**src/rtl/lsu_pkg.sv**
```systemverilog
// rtl/lsu_pkg.sv - shared types and helpers for the load/store unit
//
// Operation codes, FSM state encoding and the alignment rule.
// Ports: none (package).
package lsu_pkg;

    typedef enum logic [2:0] {
        OP_LB  = 3'd0,
        OP_LH  = 3'd1,
        OP_LW  = 3'd2,
        OP_LBU = 3'd3,
        OP_LHU = 3'd4,
        OP_SB  = 3'd5,
        OP_SH  = 3'd6,
        OP_SW  = 3'd7
    } op_e;

    typedef enum logic {
        ST_IDLE  = 1'b0,
        ST_WRITE = 1'b1
    } state_e;

    function automatic logic is_load(op_e op);
        return op <= OP_LHU;
    endfunction

    function automatic logic is_store(op_e op);
        return op >= OP_SB;
    endfunction

    // Halfword ops need an even address, word ops a multiple of four.
    function automatic logic misaligned(op_e op, logic [1:0] offset);
        logic bad;
        bad = 1'b0;
        case (op)
            OP_LH, OP_LHU, OP_SH: bad = offset[0];
            OP_LW, OP_SW:         bad = |offset;
            default:              bad = 1'b0;
        endcase
        return bad;
    endfunction

endpackage

```
**src/rtl/load_store_unit_if.sv**
```systemverilog
// rtl/load_store_unit_if.sv - CPU and data-memory signal bundle for the load/store unit
//
// master: CPU/memory side (drives Req, Op, ByteAddr, StoreData, MemReadData).
// slave:  load_store_unit side (drives results and memory strobes).
interface lsu_if
    import lsu_pkg::*;
#(
    parameter int ADDR_W = 10
);
    logic              Req;
    op_e               Op;
    logic [ADDR_W+1:0] ByteAddr;
    logic [31:0]       StoreData;
    logic [31:0]       LoadData;
    logic              Done;
    logic              Stall;
    logic              AddrError;
    logic [ADDR_W+1:0] ErrAddr;
    logic [ADDR_W-1:0] MemAddress;
    logic [31:0]       MemWriteData;
    logic              MemRead;
    logic              MemWrite;
    logic [31:0]       MemReadData;

    modport master (
        output Req, Op, ByteAddr, StoreData, MemReadData,
        input  LoadData, Done, Stall, AddrError, ErrAddr,
               MemAddress, MemWriteData, MemRead, MemWrite
    );

    modport slave (
        input  Req, Op, ByteAddr, StoreData, MemReadData,
        output LoadData, Done, Stall, AddrError, ErrAddr,
               MemAddress, MemWriteData, MemRead, MemWrite
    );
endinterface

```
**src/rtl/lsu_align.sv**
```systemverilog
// rtl/lsu_align.sv - big-endian lane select/extend and lane merge
//
// Ports:
//   op          operation code (selects byte/half and sign handling)
//   offset      byte offset within the word
//   word        word read from memory
//   store_data  register value for stores
//   load_value  extended load result
//   merge_word  word with the addressed lane replaced by store data
module lsu_align
    import lsu_pkg::*;
(
    input  op_e         op,
    input  logic [1:0]  offset,
    input  logic [31:0] word,
    input  logic [31:0] store_data,
    output logic [31:0] load_value,
    output logic [31:0] merge_word
);
    // Big-endian: offset 0 is the most significant lane, so the shift
    // is (3 - offset) bytes for bytes and (1 - offset[1]) halves.
    logic [4:0]  byte_shift;
    logic [4:0]  half_shift;
    logic [31:0] byte_word;
    logic [31:0] half_word;
    logic [7:0]  sel_byte;
    logic [15:0] sel_half;
    logic [31:0] byte_mask;
    logic [31:0] half_mask;

    assign byte_shift = {~offset, 3'b000};
    assign half_shift = {~offset[1], 4'b0000};
    assign byte_word  = word >> byte_shift;
    assign half_word  = word >> half_shift;
    assign sel_byte   = byte_word[7:0];
    assign sel_half   = half_word[15:0];
    assign byte_mask  = 32'h0000_00FF << byte_shift;
    assign half_mask  = 32'h0000_FFFF << half_shift;

    always_comb begin
        load_value = word;
        case (op)
            OP_LB:   load_value = {{24{sel_byte[7]}}, sel_byte};
            OP_LBU:  load_value = {24'h0, sel_byte};
            OP_LH:   load_value = {{16{sel_half[15]}}, sel_half};
            OP_LHU:  load_value = {16'h0, sel_half};
            default: load_value = word;
        endcase
    end

    always_comb begin
        merge_word = store_data;
        case (op)
            OP_SB:   merge_word = (word & ~byte_mask) | ({24'h0, store_data[7:0]} << byte_shift);
            OP_SH:   merge_word = (word & ~half_mask) | ({16'h0, store_data[15:0]} << half_shift);
            default: merge_word = store_data;
        endcase
    end
endmodule

```
**src/rtl/load_store_unit.sv**
```systemverilog
// rtl/load_store_unit.sv - byte/half/word load-store front end to a word memory
//
// Ports:
//   Clock  single clock, posedge
//   Reset  synchronous, active-high
//   bus    lsu_if.slave: CPU request (Req/Op/ByteAddr/StoreData), results
//          (LoadData/Done/Stall/AddrError/ErrAddr) and data-memory strobes
//          (MemAddress/MemWriteData/MemRead/MemWrite, MemReadData in)
module load_store_unit
    import lsu_pkg::*;
#(
    parameter int ADDR_W = 10
) (
    input  logic Clock,
    input  logic Reset,
    lsu_if.slave bus
);
    state_e            state;
    logic [31:0]       merge_q;
    logic [ADDR_W-1:0] addr_q;
    logic [ADDR_W+1:0] err_q;

    logic [31:0]       load_value;
    logic [31:0]       merge_word;
    logic              bad_align;
    logic              sub_store;
    logic              accept;

    lsu_align u_align (
        .op         (bus.Op),
        .offset     (bus.ByteAddr[1:0]),
        .word       (bus.MemReadData),
        .store_data (bus.StoreData),
        .load_value (load_value),
        .merge_word (merge_word)
    );

    assign bad_align = misaligned(bus.Op, bus.ByteAddr[1:0]);
    assign sub_store = is_store(bus.Op) && (bus.Op != OP_SW);
    assign accept    = !Reset && (state == ST_IDLE) && bus.Req;
    assign bus.ErrAddr = err_q;

    // Outputs are combinational so loads complete through the memory read
    // in the same cycle; Reset masks everything so a WRITE cut short by
    // reset never reaches memory.
    always_comb begin
        bus.LoadData     = 32'h0;
        bus.Done         = 1'b0;
        bus.Stall        = 1'b0;
        bus.AddrError    = 1'b0;
        bus.MemAddress   = '0;
        bus.MemWriteData = 32'h0;
        bus.MemRead      = 1'b0;
        bus.MemWrite     = 1'b0;
        if (!Reset && state == ST_WRITE) begin
            bus.MemAddress   = addr_q;
            bus.MemWriteData = merge_q;
            bus.MemWrite     = 1'b1;
            bus.Done         = 1'b1;
        end else if (accept) begin
            bus.MemAddress = bus.ByteAddr[ADDR_W+1:2];
            if (bad_align) begin
                bus.AddrError = 1'b1;
                bus.Done      = 1'b1;
            end else if (is_load(bus.Op)) begin
                bus.MemRead  = 1'b1;
                bus.LoadData = load_value;
                bus.Done     = 1'b1;
            end else if (!sub_store) begin
                bus.MemWrite     = 1'b1;
                bus.MemWriteData = bus.StoreData;
                bus.Done         = 1'b1;
            end else begin
                bus.MemRead = 1'b1;
                bus.Stall   = 1'b1;
            end
        end
    end

    always_ff @(posedge Clock) begin
        if (Reset) begin
            state   <= ST_IDLE;
            merge_q <= 32'h0;
            addr_q  <= '0;
            err_q   <= '0;
        end else begin
            case (state)
                ST_IDLE: begin
                    if (bus.Req && bad_align) begin
                        err_q <= bus.ByteAddr;
                    end else if (bus.Req && sub_store) begin
                        merge_q <= merge_word;
                        addr_q  <= bus.ByteAddr[ADDR_W+1:2];
                        state   <= ST_WRITE;
                    end
                end
                default: state <= ST_IDLE;
            endcase
        end
    end
endmodule

```
**src/flat_wrapper.sv**
```systemverilog
// flat-port wrapper written by rule: the top's interface ports become plain ports
module load_store_unit_flat import lsu_pkg::*;
#(
    parameter int ADDR_W = 10
)
  (Clock, Reset, bus_Req, bus_Op, bus_ByteAddr, bus_StoreData, bus_MemReadData, bus_LoadData, bus_Done, bus_Stall, bus_AddrError, bus_ErrAddr, bus_MemAddress, bus_MemWriteData, bus_MemRead, bus_MemWrite);
  lsu_if #(.ADDR_W(ADDR_W)) bus_i ();
  input  logic Clock;
  input  logic Reset;
  input wire logic [$bits(bus_i.Req)-1:0] bus_Req;
  input wire logic [$bits(bus_i.Op)-1:0] bus_Op;
  input wire logic [$bits(bus_i.ByteAddr)-1:0] bus_ByteAddr;
  input wire logic [$bits(bus_i.StoreData)-1:0] bus_StoreData;
  input wire logic [$bits(bus_i.MemReadData)-1:0] bus_MemReadData;
  output wire logic [$bits(bus_i.LoadData)-1:0] bus_LoadData;
  output wire logic [$bits(bus_i.Done)-1:0] bus_Done;
  output wire logic [$bits(bus_i.Stall)-1:0] bus_Stall;
  output wire logic [$bits(bus_i.AddrError)-1:0] bus_AddrError;
  output wire logic [$bits(bus_i.ErrAddr)-1:0] bus_ErrAddr;
  output wire logic [$bits(bus_i.MemAddress)-1:0] bus_MemAddress;
  output wire logic [$bits(bus_i.MemWriteData)-1:0] bus_MemWriteData;
  output wire logic [$bits(bus_i.MemRead)-1:0] bus_MemRead;
  output wire logic [$bits(bus_i.MemWrite)-1:0] bus_MemWrite;
  assign bus_i.Req = bus_Req;
  assign bus_i.Op = bus_Op;
  assign bus_i.ByteAddr = bus_ByteAddr;
  assign bus_i.StoreData = bus_StoreData;
  assign bus_i.MemReadData = bus_MemReadData;
  assign bus_LoadData = bus_i.LoadData;
  assign bus_Done = bus_i.Done;
  assign bus_Stall = bus_i.Stall;
  assign bus_AddrError = bus_i.AddrError;
  assign bus_ErrAddr = bus_i.ErrAddr;
  assign bus_MemAddress = bus_i.MemAddress;
  assign bus_MemWriteData = bus_i.MemWriteData;
  assign bus_MemRead = bus_i.MemRead;
  assign bus_MemWrite = bus_i.MemWrite;
  load_store_unit #(.ADDR_W(ADDR_W)) u_core (.Clock(Clock), .Reset(Reset), .bus(bus_i));
endmodule
```
**config.mk**
```make
export PLATFORM = sky130hd
export DESIGN_NAME = load_store_unit_flat
export DESIGN_NICKNAME = d
export VERILOG_FILES = /design/src/rtl/lsu_pkg.sv /design/src/rtl/load_store_unit_if.sv /design/src/rtl/lsu_align.sv /design/src/rtl/load_store_unit.sv /design/src/flat_wrapper.sv
export SDC_FILE = /design/constraint.sdc
export NUM_CORES = 1
export LEC_CHECK = 0
export CORE_UTILIZATION = 47
export DETAILED_ROUTE_END_ITERATION = 16
export PLACE_DENSITY = 0.87
export SYNTH_ARGS = -nofsm -noshare
export SYNTH_HDL_FRONTEND = slang
export SYNTH_SLANG_ARGS = --single-unit
```
**constraint.sdc**
```tcl
create_clock -name Clock -period 4.9 [get_ports Clock]
set_input_delay 0.98 -clock Clock [delete_from_list [all_inputs] [get_ports Clock]]
set_output_delay 0.98 -clock Clock [all_outputs]
set_load 0.01 [all_outputs]
```
# Word level (Yosys, flattened, before mapping)
# Index checks and enable logic that the tools add are counted.
# op_classes
n_eq_ne	8
reduce_logical	14
shifts	6
mux	36
n_bitwise	10
order_cmp	2
# op_table
operator	n
32-bit two-way mux	9
32-bit case mux with 4 select lines	1
32-bit bitwise AND	2
32-bit NOT	2
32-bit bitwise OR	2
32-bit case mux with 2 select lines	1
16-bit by 5-bit << shifter with 32-bit output	1
16-bit by 5-bit << shifter with 32-bit output (first input constant)	1
8-bit by 5-bit << shifter with 32-bit output	1
8-bit by 5-bit << shifter with 32-bit output (first input constant)	1
32-bit by 5-bit right shift with 16-bit output	1
32-bit by 5-bit right shift with 8-bit output	1
1-bit two-way mux	22
10-bit two-way mux	2
3-bit equality test (second input constant)	4
3-bit by 2-bit equality test with 1-bit output (second input constant)	2
1-bit logical AND	6
3-bit OR reduction	2
2-bit OR reduction	2
3-bit by 1-bit equality test with 1-bit output (second input constant)	1
3-bit >= comparator (second input constant)	1
3-bit less-or-equal comparator (second input constant)	1
3-bit zero test	1
3-bit inequality test (second input constant)	1
6 further kinds	8
# totals
regBits	55
output_inout_bits	91
elab_cells	80

# Logic depth before layout (Yosys ltp)
# depth
word_depth	7
mapped_depth	7
mapped_depth_nobuf	4

# By module
# From an unflattened synthesis, not the netlist that was laid out.
# hier_totals
cells_unflattened	746
hier_area_um2	5726.7
# by_module_without_submodules
module	cells_per_inst	area_each_um2	n_inst	seq_area_each_um2
load_store_unit	411	3285.7	1	1101.1
lsu_align	335	2441.1	1	0.0

# Worst setup path after synthesis
# No wires, ideal clock.
# synth_timing
path_type	input to output
from	input bus_Op[1]
to	output bus_LoadData[7]
arrival_time_ns	2.232
path_slack_ns	1.688
t_required_ns	3.920
path_buffers	2
cell_stages	5
path_cell_list	buf_6 > nor2b_1 > buf_2 > o311a_1 > a2111oi_1
# synth_between
elab_chain_len	6
word_cells_on_any_way	16
# synth_lines
item	line	text
from (decl)	flat_wrapper.sv:11	input wire logic [$bits(bus_i.Op)-1:0] bus_Op;
3-bit equality test (tied with other cells)	lsu_pkg.sv:35, lsu_align.sv:42	
32-bit case mux with 4 select lines (tied with other cells)	lsu_align.sv:42	case (op)
32-bit two-way mux / 1-bit case mux with 2 select lines (equally long branches)	load_store_unit.sv:65, lsu_pkg.sv:35	
32-bit two-way mux (*)	load_store_unit.sv:62	if (bad_align) begin
32-bit two-way mux (*)	load_store_unit.sv:60	end else if (accept) begin
32-bit two-way mux (*)	load_store_unit.sv:55	if (!Reset && state == ST_WRITE) begin
to (decl)	flat_wrapper.sv:15	output wire logic [$bits(bus_i.LoadData)-1:0] bus_LoadData;
# Every way passes the cells marked *; elsewhere a longest branch is shown, timed or not.

# Worst setup path in the final report
# Ends and elaborated chain as after synthesis.

==> summary.log <==
INFO  grt            globalRouteTotalUtil=0.3043
INFO  critical_path  crit_chain=clkdlybuf4s50_1 > a2bb2oi_1 > o22ai_2 > nand2_2 > a2111oi_1 > clkdlybuf4s50_1
INFO  job            max-cap-violations=0
INFO  power_and_ir_drop p_switching=339.3µW
INFO  synth          mappedNetlistArea=4095µm²
INFO  sta            finalCriticalPeriod=4517ps
INFO  power_and_ir_drop design_power_total=1128µW
INFO  sta            maxClockFrequency=221.4MHz
INFO  synth          yosys.area.top_type_share=0.2689
INFO  place          place.gp.congestion=0.8779
INFO  sta            relSlewSlack=0.2715
INFO  power_and_ir_drop power.switching_fraction=0.3008
INFO  cells_and_area ratio_of_cells_with_drive_above_1_in_the_final_layout=0.1218
INFO  routing        dr.pass1.iters=6
INFO  critical_path  setup.worst_path.start_class=primary input
INFO  critical_path  depth_of_the_worst_register_to_register_path=4
INFO  routing        wl_met1=5.414mm
INFO  cells_and_area mostFrequentLayoutCell=sky130_fd_sc_hd__clkdlybuf4s50_1
INFO  power_and_ir_drop clockPowerShare=0.265
INFO  critical_path  cp.arrival=3540ps
INFO  critical_path  crit_path_start=bus_Op[1]
INFO  routing        drt.antenna.violating_nets=0
INFO  clock_tree     cts.root.buffer_cell=sky130_fd_sc_hd__clkbuf_8
INFO  power_and_ir_drop p_per_area=191.1nW/µm²
INFO  routing        avgRoutedWirePerCell=19.24µm
INFO  run_status     result_of_the_run=finished clean
INFO  sta            finalSetupTns=0ps
INFO  sta            hold_violations=0
INFO  cells_and_area most-common-layout-cells=171 x sky130_fd_sc_hd__clkdlybuf4s50_1, 55 x sky130_fd_sc_hd__dfxtp_1, 54 x sky130_fd_sc_hd__nor2_1
INFO  sta            rsz0062_at_grt=no
INFO  critical_path  timing.critical_path.slowest_stage_cell=sky130_fd_sc_hd__clkdlybuf4s50_1
INFO  clock_tree     clock_sink_count=55
INFO  clock_tree     cts_hold_repair.buffers=0
INFO  grt            antenna_found_initial=0
INFO  floorplanning  start_util=0.4910
INFO  place          place_ws=423.7ps
INFO  critical_path  reg2reg_setup_slack=2910ps
INFO  place          detailed_placement_wirelength_estimate=10.49mm
INFO  power_and_ir_drop combinational_share_of_power=0.313
INFO  routing        wl_met3=1.466mm
INFO  grt            grt_pass1_vias=4157
INFO  clock_tree     tritoncts.num_buffers=5
INFO  routing        dr_wl_met2=6.583mm
INFO  floorplanning  top_level_ports=173
INFO  sta            tightest_slew=1093ps
INFO  clock_tree     clk-insertion-delay-late=310ps
INFO  floorplanning  die-height=95.35µm
INFO  critical_path  cpPeakStageDelay=820ps
INFO  synth          async_flop_share=0
INFO  sta            period_share=0.9218
INFO  routing        route.vias.total=4467
INFO  synth          synth_fp_nets=550
INFO  clock_tree     clock_tree.buffer_depth=2
INFO  critical_path  path_common_cell=sky130_fd_sc_hd__clkdlybuf4s50_1
INFO  place          place.port_buffers=172
INFO  sta            final_critical_path_setup_slack=383.4ps
INFO  clock_tree     clk_pin_slew=100ps
INFO  critical_path  worst_r2r_endpoint=u_core.merge_q[20]
INFO  cells_and_area area_added_between_synthesis_and_finish=44.12%
INFO  critical_path  endpoint_kind_of_the_worst_setup_timing_path=output port
INFO  synth          synth_cell_types=65
INFO  routing        drt_drc_violations_left=0
INFO  floorplanning  die_w=95.35µm
INFO  synth          synth_top_cells_by_area=sky130_fd_sc_hd__dfxtp_1 27%, sky130_fd_sc_hd__mux2i_1 9.3%, sky130_fd_sc_hd__a22o_1 9.0%
INFO  min_path       holdPathStages=2
INFO  clock_tree     cts_tree=built
INFO  grt            grt_pass1_wl=21.42mm
INFO  sta            slew_viol_final=0
INFO  min_path       hold_path.startpoint=u_core.addr_q[9]
INFO  min_path       hp-class=reg2reg
INFO  synth          syn_inst=468
INFO  sta            clock_skew=8.160ps
INFO  critical_path  cp_max_fo=24
INFO  synth          synth-seq-area-share=0.2689
INFO  routing        post_drt_via_cell_ratio=6.196
INFO  critical_path  crit-reg2reg-launch=u_core.state
INFO  place          area_post_placement=5796µm²
INFO  power_and_ir_drop power.static_leakage=0.002078µW
INFO  critical_path  worst_ep_required_time=3920ps
INFO  clock_tree     cts_repair_resize_count=0
INFO  cells_and_area layout.cell_area.non_filler=5902µm²
INFO  min_path       holdPathEnd=u_core.addr_q[9]
INFO  routing        route.top_layer_used=met4
INFO  synth          synth.yosys.warnings=0
INFO  floorplanning  number_of_placement_rows=33
INFO  power_and_ir_drop power.ir.vdd_worst=0.1319mV
INFO  synth          synth_top_cell_by_area=sky130_fd_sc_hd__dfxtp_1
INFO  routing        wirelength=13.87mm
INFO  cells_and_area multi_input_area=2708µm²
INFO  synth          dominantRegCellSynth=sky130_fd_sc_hd__dfxtp_1
INFO  floorplanning  core_region_area=8341µm²
INFO  clock_tree     cts_max_level=2
INFO  cells_and_area diodes=0
INFO  sta            setup_viol_count_final=0
INFO  cells_and_area layout.filler_cells=658
INFO  grt            grt_overflow=0
INFO  clock_tree     post-cts-setup-buffers=0
INFO  cells_and_area layout.area.seq=1101µm²
INFO  synth          syn_area_per_cell=8.750µm²
INFO  synth          synth_edf_count=0
INFO  power_and_ir_drop seq_power_share=0.422
INFO  floorplanning  floorplan_die_area=9091µm²
INFO  routing        detail_route.iter0.violations=486
INFO  synth          ys_seq_elements=55
INFO  cells_and_area layout.nets=698
INFO  power_and_ir_drop power_report.internal_total=788.6µW
INFO  grt            grt_start_max_net_pins=58
INFO  critical_path  critical_path_class=in2out
## cell usage after synthesis (10+ instances only)
cell and count:
sky130_fd_sc_hd__a211oi_1 17, sky130_fd_sc_hd__clkbuf_1 18, sky130_fd_sc_hd__a22o_1 42, sky130_fd_sc_hd__mux2i_1 38, sky130_fd_sc_hd__nor3_2 10, sky130_fd_sc_hd__dfxtp_1 55
sky130_fd_sc_hd__a21oi_1 20, sky130_fd_sc_hd__nand2b_1 27, sky130_fd_sc_hd__nand2_1 31, sky130_fd_sc_hd__nor2_1 55, sky130_fd_sc_hd__buf_4 12
## per-stage QoR
stage,hold slack (ps),util,cells
after global placement,443.1,0.6949,714
after detailed placement,447.0,0.6949,714
final,460.8,0.7076,721
after floorplan,436.6,-,468
after global routing,475.5,0.7076,721
after CTS,460.8,0.7076,721
## layer usage
layer	up-vias	track usage
met3	37	0.05901
met2	263	0.5012
met4	0	0.09217
met5	-	0
met1	2101	0.4001
li1	2066	-
## power groups by stage
stage	sequential, µW	combinational, µW	clock, µW
final	476	353	299
after global routing	478	374	319
after CTS	476	347	298
after detailed placement	486	345	0
after global placement	485	338	0
after floorplan	486	191	0
## state kept, by name (all words and copies together), names as in the netlist
register	count
u_core.addr_q	10
u_core.bus.ErrAddr	12
u_core.merge_q	32
u_core.state	1
## worst max path at each step
stage / endpoint / slack, ps / depth (start not counted)
finish: bus_LoadData[7] / 380 / 6
global route: bus_LoadData[7] / 200 / 6
CTS: bus_LoadData[7] / 390 / 6
detailed placement: bus_LoadData[7] / 420 / 6
global placement: bus_LoadData[7] / 450 / 6
floorplan: bus_LoadData[7] / 1690 / 5
## cell families (layout without fill, tap and decap cells)
| family | Yosys count | after routing | synth area share |
|---|---|---|---|
| fa+ha+maj | 1 | 1 | 0.002750 |
| xor+xnor | 2 | 2 | 0.008862 |
| buf+inv | 51 | 199 | 0.07516 |
| compound gates | 153 | 153 | 0.3165 |
| mux | 48 | 48 | 0.1240 |
| flops | 55 | 55 | 0.2689 |
| simple gates | 158 | 158 | 0.2038 |
## cell type report
type	count	share of cell area
multi-input combinational	362	0.4588
timing repair buffer	189	0.3125
sequential	55	0.1866
tap	105	0.02226
clock buffer	5	0.01166
clock inverter	2	0.006360
inverter	3	0.001908
## critical path: cells and delay by family
family / cells / cell delay [ps]
and+or+nand+nor: 1 / 330
buffers and inverters: 2 / 1440
AOI/OAI and AO/OA: 3 / 780
(Power assumes the default switching activity.)
